<file path="config.mk">
export PLATFORM = sky130hd
export DESIGN_NAME = execute_writeback
export DESIGN_NICKNAME = d
export VERILOG_FILES = /design/src/rtl/execute_writeback.sv
export SDC_FILE = /design/constraint.sdc
export NUM_CORES = 1
export LEC_CHECK = 0
export CAP_MARGIN = 15
export CORE_ASPECT_RATIO = 0.8
export CORE_UTILIZATION = 49
export CTS_BUF_LIST = sky130_fd_sc_hd__clkbuf_8
export CTS_CLUSTER_DIAMETER = 80
export DETAILED_ROUTE_END_ITERATION = 16
export PLACE_DENSITY = 0.95
export SLEW_MARGIN = 20
export SYNTH_ARGS = -nofsm -noshare
export SYNTH_HDL_FRONTEND = slang
export SYNTH_SLANG_ARGS = --single-unit
</file>
<file path="constraint.sdc">
create_clock -name clk -period 4.5 [get_ports clk]
set_clock_uncertainty 0.1 [all_clocks]
set_input_delay 1.35 -clock clk [delete_from_list [all_inputs] [get_ports clk]]
set_output_delay 1.35 -clock clk [all_outputs]
set_load 0.02 [all_outputs]
</file>
<file path="src/rtl/execute_writeback.sv">
// Execute/writeback stage: ALU, load/store strobes and branch resolution.
// Every output is registered, and a one-cycle bubble follows each taken branch.
module execute_writeback #(
  parameter int unsigned OPC_W = 4
) (
  input  logic       clk,
  input  logic       sync_rst,
  input  logic       in_valid,
  input  logic [7:0] opc_in,
  input  logic [1:0] dst_in,
  input  logic       has_imm,
  input  logic [7:0] data_A,
  input  logic [7:0] data_B,
  input  logic [7:0] imm_in,
  input  logic [7:0] mem_data_in,
  output logic       stall_out,
  output logic       write_en,
  output logic [1:0] addr_write,
  output logic [7:0] data_in,
  output logic       mem_read_en,
  output logic [7:0] mem_rd_addr,
  output logic       mem_write,
  output logic [7:0] mem_wr_addr,
  output logic [7:0] mem_wr_data,
  output logic [7:0] branch_wr,
  output logic       branch_wr_en,
  output logic       illegal
);

  localparam int unsigned DW = 8;
  localparam int unsigned RW = 2;

  localparam logic [OPC_W-1:0] OP_NOP = OPC_W'(0);
  localparam logic [OPC_W-1:0] OP_ADD = OPC_W'(1);
  localparam logic [OPC_W-1:0] OP_SUB = OPC_W'(2);
  localparam logic [OPC_W-1:0] OP_AND = OPC_W'(3);
  localparam logic [OPC_W-1:0] OP_OR  = OPC_W'(4);
  localparam logic [OPC_W-1:0] OP_XOR = OPC_W'(5);
  localparam logic [OPC_W-1:0] OP_LDI = OPC_W'(6);
  localparam logic [OPC_W-1:0] OP_LD  = OPC_W'(7);
  localparam logic [OPC_W-1:0] OP_ST  = OPC_W'(8);
  localparam logic [OPC_W-1:0] OP_JMP = OPC_W'(9);
  localparam logic [OPC_W-1:0] OP_BZ  = OPC_W'(10);

  typedef enum logic [1:0] {EXEC, LOAD_WAIT, FLUSH} state_t;

  state_t          state_q, state_d;
  logic            carry_q, carry_d;
  logic [RW-1:0]   ld_dst_q, ld_dst_d;
  logic            stall_q, stall_d;
  logic            write_en_q, write_en_d;
  logic [RW-1:0]   addr_write_q, addr_write_d;
  logic [DW-1:0]   data_in_q, data_in_d;
  logic            mem_read_en_q, mem_read_en_d;
  logic [DW-1:0]   mem_rd_addr_q, mem_rd_addr_d;
  logic            mem_write_q, mem_write_d;
  logic [DW-1:0]   mem_wr_addr_q, mem_wr_addr_d;
  logic [DW-1:0]   mem_wr_data_q, mem_wr_data_d;
  logic [DW-1:0]   branch_wr_q, branch_wr_d;
  logic            branch_wr_en_q, branch_wr_en_d;
  logic            illegal_q, illegal_d;

  logic [OPC_W-1:0] op;
  logic [DW-1:0]    opnd_b;
  logic [DW:0]      sum;
  logic             unused_opc_lo;

  assign op            = opc_in[7 -: OPC_W];
  assign unused_opc_lo = ^opc_in[7-OPC_W:0];
  assign opnd_b        = has_imm ? imm_in : data_B;
  assign sum           = {1'b0, data_A} + {1'b0, opnd_b};

  // State and output registers
  always_ff @(posedge clk) begin
    if (!sync_rst) begin
      state_q        <= EXEC;
      carry_q        <= 1'b0;
      ld_dst_q       <= '0;
      stall_q        <= 1'b0;
      write_en_q     <= 1'b0;
      addr_write_q   <= '0;
      data_in_q      <= '0;
      mem_read_en_q  <= 1'b0;
      mem_rd_addr_q  <= '0;
      mem_write_q    <= 1'b0;
      mem_wr_addr_q  <= '0;
      mem_wr_data_q  <= '0;
      branch_wr_q    <= '0;
      branch_wr_en_q <= 1'b0;
      illegal_q      <= 1'b0;
    end else begin
      state_q        <= state_d;
      carry_q        <= carry_d;
      ld_dst_q       <= ld_dst_d;
      stall_q        <= stall_d;
      write_en_q     <= write_en_d;
      addr_write_q   <= addr_write_d;
      data_in_q      <= data_in_d;
      mem_read_en_q  <= mem_read_en_d;
      mem_rd_addr_q  <= mem_rd_addr_d;
      mem_write_q    <= mem_write_d;
      mem_wr_addr_q  <= mem_wr_addr_d;
      mem_wr_data_q  <= mem_wr_data_d;
      branch_wr_q    <= branch_wr_d;
      branch_wr_en_q <= branch_wr_en_d;
      illegal_q      <= illegal_d;
    end
  end

  // Next state: strobes default low, address/data hold their last value
  always_comb begin
    state_d        = state_q;
    carry_d        = carry_q;
    ld_dst_d       = ld_dst_q;
    stall_d        = 1'b0;
    write_en_d     = 1'b0;
    addr_write_d   = addr_write_q;
    data_in_d      = data_in_q;
    mem_read_en_d  = 1'b0;
    mem_rd_addr_d  = mem_rd_addr_q;
    mem_write_d    = 1'b0;
    mem_wr_addr_d  = mem_wr_addr_q;
    mem_wr_data_d  = mem_wr_data_q;
    branch_wr_d    = branch_wr_q;
    branch_wr_en_d = 1'b0;
    illegal_d      = 1'b0;

    case (state_q)
      EXEC: begin
        if (in_valid) begin
          case (op)
            OP_NOP: ;
            OP_ADD: begin
              write_en_d   = 1'b1;
              addr_write_d = dst_in;
              data_in_d    = sum[DW-1:0];
              carry_d      = sum[DW];
            end
            OP_SUB: begin
              write_en_d   = 1'b1;
              addr_write_d = dst_in;
              data_in_d    = data_A - opnd_b;
              carry_d      = (data_A < opnd_b);
            end
            OP_AND, OP_OR, OP_XOR, OP_LDI: begin
              write_en_d   = 1'b1;
              addr_write_d = dst_in;
              data_in_d    = (op == OP_AND) ? (data_A & opnd_b) :
                             (op == OP_OR)  ? (data_A | opnd_b) :
                             (op == OP_XOR) ? (data_A ^ opnd_b) : opnd_b;
            end
            OP_LD: begin
              mem_read_en_d = 1'b1;
              mem_rd_addr_d = data_A;
              ld_dst_d      = dst_in;
              stall_d       = 1'b1;
              state_d       = LOAD_WAIT;
            end
            OP_ST: begin
              mem_write_d   = 1'b1;
              mem_wr_addr_d = data_A;
              mem_wr_data_d = opnd_b;
            end
            OP_JMP, OP_BZ: begin
              if (op == OP_JMP || data_A == '0) begin
                branch_wr_en_d = 1'b1;
                branch_wr_d    = opnd_b;
                state_d        = FLUSH;
              end
            end
            default: illegal_d = 1'b1;
          endcase
        end
      end
      // Read data is captured at the close of the wait cycle
      LOAD_WAIT: begin
        write_en_d   = 1'b1;
        addr_write_d = ld_dst_q;
        data_in_d    = mem_data_in;
        state_d      = EXEC;
      end
      FLUSH:   state_d = EXEC;
      default: state_d = EXEC;
    endcase
  end

  assign stall_out    = stall_q;
  assign write_en     = write_en_q;
  assign addr_write   = addr_write_q;
  assign data_in      = data_in_q;
  assign mem_read_en  = mem_read_en_q;
  assign mem_rd_addr  = mem_rd_addr_q;
  assign mem_write    = mem_write_q;
  assign mem_wr_addr  = mem_wr_addr_q;
  assign mem_wr_data  = mem_wr_data_q;
  assign branch_wr    = branch_wr_q;
  assign branch_wr_en = branch_wr_en_q;
  assign illegal      = illegal_q;

endmodule

</file>
==> flow_metrics.py <==
metrics = {
    "run_status": {
        "status": "completed",
    },
    "critical_path": {
        "worst_path_largest_cell_delay_ps": 580,
        "cp_num_cells": 10,
        "start_kind": "primary input",
        "critPathMostFrequentCell": "ha_1",
        "timing.rr.start": "state_q[1]",
        "r2r-end": "data_in[6]",
        "critPathCapture": "data_in[5]",
        "rrSetupSlack_ps": 2370,
        "path_delay_family": "compound AO/OA/AOI/OAI gates",
        "crit_path_cell_trace": "clkdlybuf4s50_1 > mux2i_1 > ha_1 > o21ai_0 > ha_1 > nand2b_1 > a21oi_1 > o21a_1 > or4_1 > a32o_1",
        "cp.required_ps": 4610,
        "reg2regPathDepth": 6,
        "worstPathArrival_ps": 4270,
        "critPathBufInv": 1,
        "worstPathMaxFanout": 4,
        "worstSetupPathType": "primary input to register",
        "cp-end-kind": "register",
        "cp_slowest_cell": "clkdlybuf4s50_1",
        "cp-startpoint": "has_imm",
    },
    "die": {
        "die_area_um2": 6570,
        "die_w_um": 90.4,
        "rows": 25,
        "core_area_um2": 5970,
        "initial_core_util_pct": 51.3,
        "io_pins": 94,
        "die_h_um": 72.7,
    },
    "timing": {
        "rsz0062_at_grt": "false",
        "hold_viol_final": 0,
        "worst_pin_slew_ps": 727,
        "relSlewSlack_pct": 51.5,
        "layout_worst_path_cycle_share_pct": 92.5,
        "setup_viol": 0,
        "max_freq_mhz": 240,
        "min_period_ps": 4160,
        "slew_violations": 0,
        "finalWorstSetupSlack_ps": 337,
        "fin_setup_tns_ps": 0,
        "holdWs_ps": 394,
    },
    "drt": {
        "via_per_inst": 5.73,
        "drtIter0Drc": 153,
        "num_vias": 3040,
        "ant_nets": 0,
        "drtPass1Iterations": 5,
        "wl_per_cell_um": 16.6,
        "drc": 0,
        "finalWirelength_mm": 8.82,
    },
    "global_routing": {
        "use_met2_pct": 47.1,
        "use_met3_pct": 5.10,
        "grt_pass1_wl_mm": 14.0,
        "grt_max_degree": 26,
        "grt_use_met1_pct": 33.5,
        "grt_overflow_total": 0,
        "globalRouteTotalUtil_pct": 26.8,
        "top_usage_layer": "met2",
        "antenna_found_initial": 0,
        "grt_pass1_vias": 2998,
    },
    "clocking": {
        "clockBufferDepth": 2,
        "cts_tree": "built",
        "clock-root-buffer": "clkbuf_8",
        "clk_pin_slew_ps": 100,
        "cts_hold_buf": 0,
        "cts_resized": 0,
        "clk_latency_ps": 300,
        "cts_made_buffers": 5,
        "cts.sinks": 51,
        "h-tree-depth": 2,
        "post_cts_buffers": 0,
    },
    "pwr": {
        "switching_share_pct": 29.9,
        "p_leak_nw": 1.70,
        "internal_power_mw": 0.776,
        "p_switching_mw": 0.331,
        "sequentialPowerShare_pct": 42.6,
        "pwr_density_cell_nw_per_um2": 263,
        "clockPowerShare_pct": 29.1,
        "total_power_mw": 1.11,
        "irDropWorstVdd_uv": 158,
        "p_comb_share_pct": 28.3,
    },
    "synth": {
        "syn_area_per_cell_um2": 8.65,
        "synth_cells": 354,
        "yosys-top-cells-area": "dfxtp_1 (33%), mux2i_1 (12%), ha_1 (9.8%)",
        "synth.distinct_cells": 48,
        "ys_seq_elements": 51,
        "netlist_top_cells_count": "dfxtp_1 (51), nor2_1 (50), mux2i_1 (36)",
        "synth_nets": 425,
        "yosysMostFrequentCell": "dfxtp_1",
        "synth_edf_count": 0,
        "synth_ff_type": "dfxtp_1",
        "seq_area_frac_synth_pct": 33.3,
        "ys_warn_count": 0,
        "netlist_area_um2": 3060,
        "synth_top_area_share_pct": 33.3,
        "yosysTopAreaCell": "dfxtp_1",
        "synth-async-reset-ratio_pct": 0,
    },
    "hold_path": {
        "min_path_type": "register to register",
        "worstHoldPathCells": 2,
    },
    "finish": {
        "diodes": 0,
        "nFillCells": 473,
        "area_growth_pct": 37.6,
        "nets": 520,
        "drive_above_1_share_pct": 7.33,
    },
    "placement": {
        "place_congestion": 0.897,
        "place_hpwl_mm": 6.77,
        "port_buffers": 89,
        "post-place-ws_ps": 30.8,
    },
    "flow_run": {
        "maxCapViolCount": 0,
    },
}
[worst min path at each step]
stage	from	to	slack (ps)
floorplan	ld_dst_q[0]	ld_dst_q[0]	360
global placement	addr_write[0]	addr_write[0]	370
detailed placement	addr_write[0]	addr_write[0]	380
CTS	addr_write[0]	addr_write[0]	400
global route	addr_write[0]	addr_write[0]	420
finish	addr_write[0]	addr_write[0]	390
[cell usage in the layout (no fill, tap or decap), drive strengths merged, types with 2 or more instances in the layout]
master         Yosys  final
a211oi            13     13
a21o               2      2
a21oi             18     18
a221oi             3      3
a311oi             2      2
a31oi              4      4
and2               3      3
and3               4      4
buf               11     19
clkbuf             9      5
clkdlybuf4s50      0     89
dfxtp             51     51
ha                24     24
inv               19     21
mux2               3      3
mux2i             36     36
nand2             11     11
nand2b             9      9
nand3              7      7
nand4              3      3
nor2              50     50
nor2b              6      6
nor3              11     11
nor4               3      3
o211ai             4      4
o21ai             19     19
o22ai              3      3
o32ai              2      2
or3                2      2
xnor2              9      9
xor2               2      2
[worst reg2reg max path: stages, from the launching register on]
cell      delay [ps]
dfxtp_1          330
or3b_1           400
or3_1            530
a221oi_2         330
o21ai_0          120
a21oi_1          160
nor3_1            60
[logic make-up (layout without fill, tap and decap cells)]
kind of cell,Yosys count,count (layout),share of synthesized area [%]
adders and majority gates,25,25,10.5
DFF,51,51,33.3
and+or+nand+nor,112,112,17.9
buffers and inverters,39,135,5.43
AOI/OAI and AO/OA,77,77,16.8
muxes,39,39,12.9
xor gates and xnor gates,11,11,3.15
[power by group through the flow]
stage	clock, mW	sequential [mW]	combinational (mW)
floorplan	0	0.496	0.161
global placement	0	0.481	0.293
detailed placement	0	0.482	0.304
CTS	0.327	0.471	0.308
global route	0.343	0.473	0.337
finish	0.322	0.472	0.313
[flip-flops by register name (all words and copies together), names as in the netlist]
| name | cells |
|---|---|
| mem_rd_addr | 8 |
| write_en | 1 |
| data_in | 8 |
| illegal | 1 |
| branch_wr_en | 1 |
| addr_write | 2 |
| mem_wr_data | 8 |
| state_q | 2 |
| mem_write | 1 |
| branch_wr | 8 |
| mem_wr_addr | 8 |
| ld_dst_q | 2 |
| mem_read_en | 1 |
[per-layer routing]
metal	part of all wire, %	vias to the layer above
met3	6.9	19
li1	-	1448
met4	1.8	0
met5	0	-
met1	44	1446
met2	47	127
[stage by stage]
stage	util, %	cells	area [µm²]
2_1_floorplan	-	354	3060
3_3_place_gp	68.7	523	4100
3_5_place_dp	68.7	523	4100
4_1_cts	70.5	531	4210
5_1_grt	70.5	531	4210
6_report	70.5	531	4210
[cell type report]
cell class	count	area [µm²]	area share (%)
well taps	81	101	2.40
clock buffers	5	68.8	1.63
inverters	19	71.3	1.69
repair buffers	108	1030	24.5
clock inverters	3	42.5	1.01
flip-flops and latches	51	1020	24.2
multi-input cells	264	1880	44.5
(Power assumes the default switching activity.)
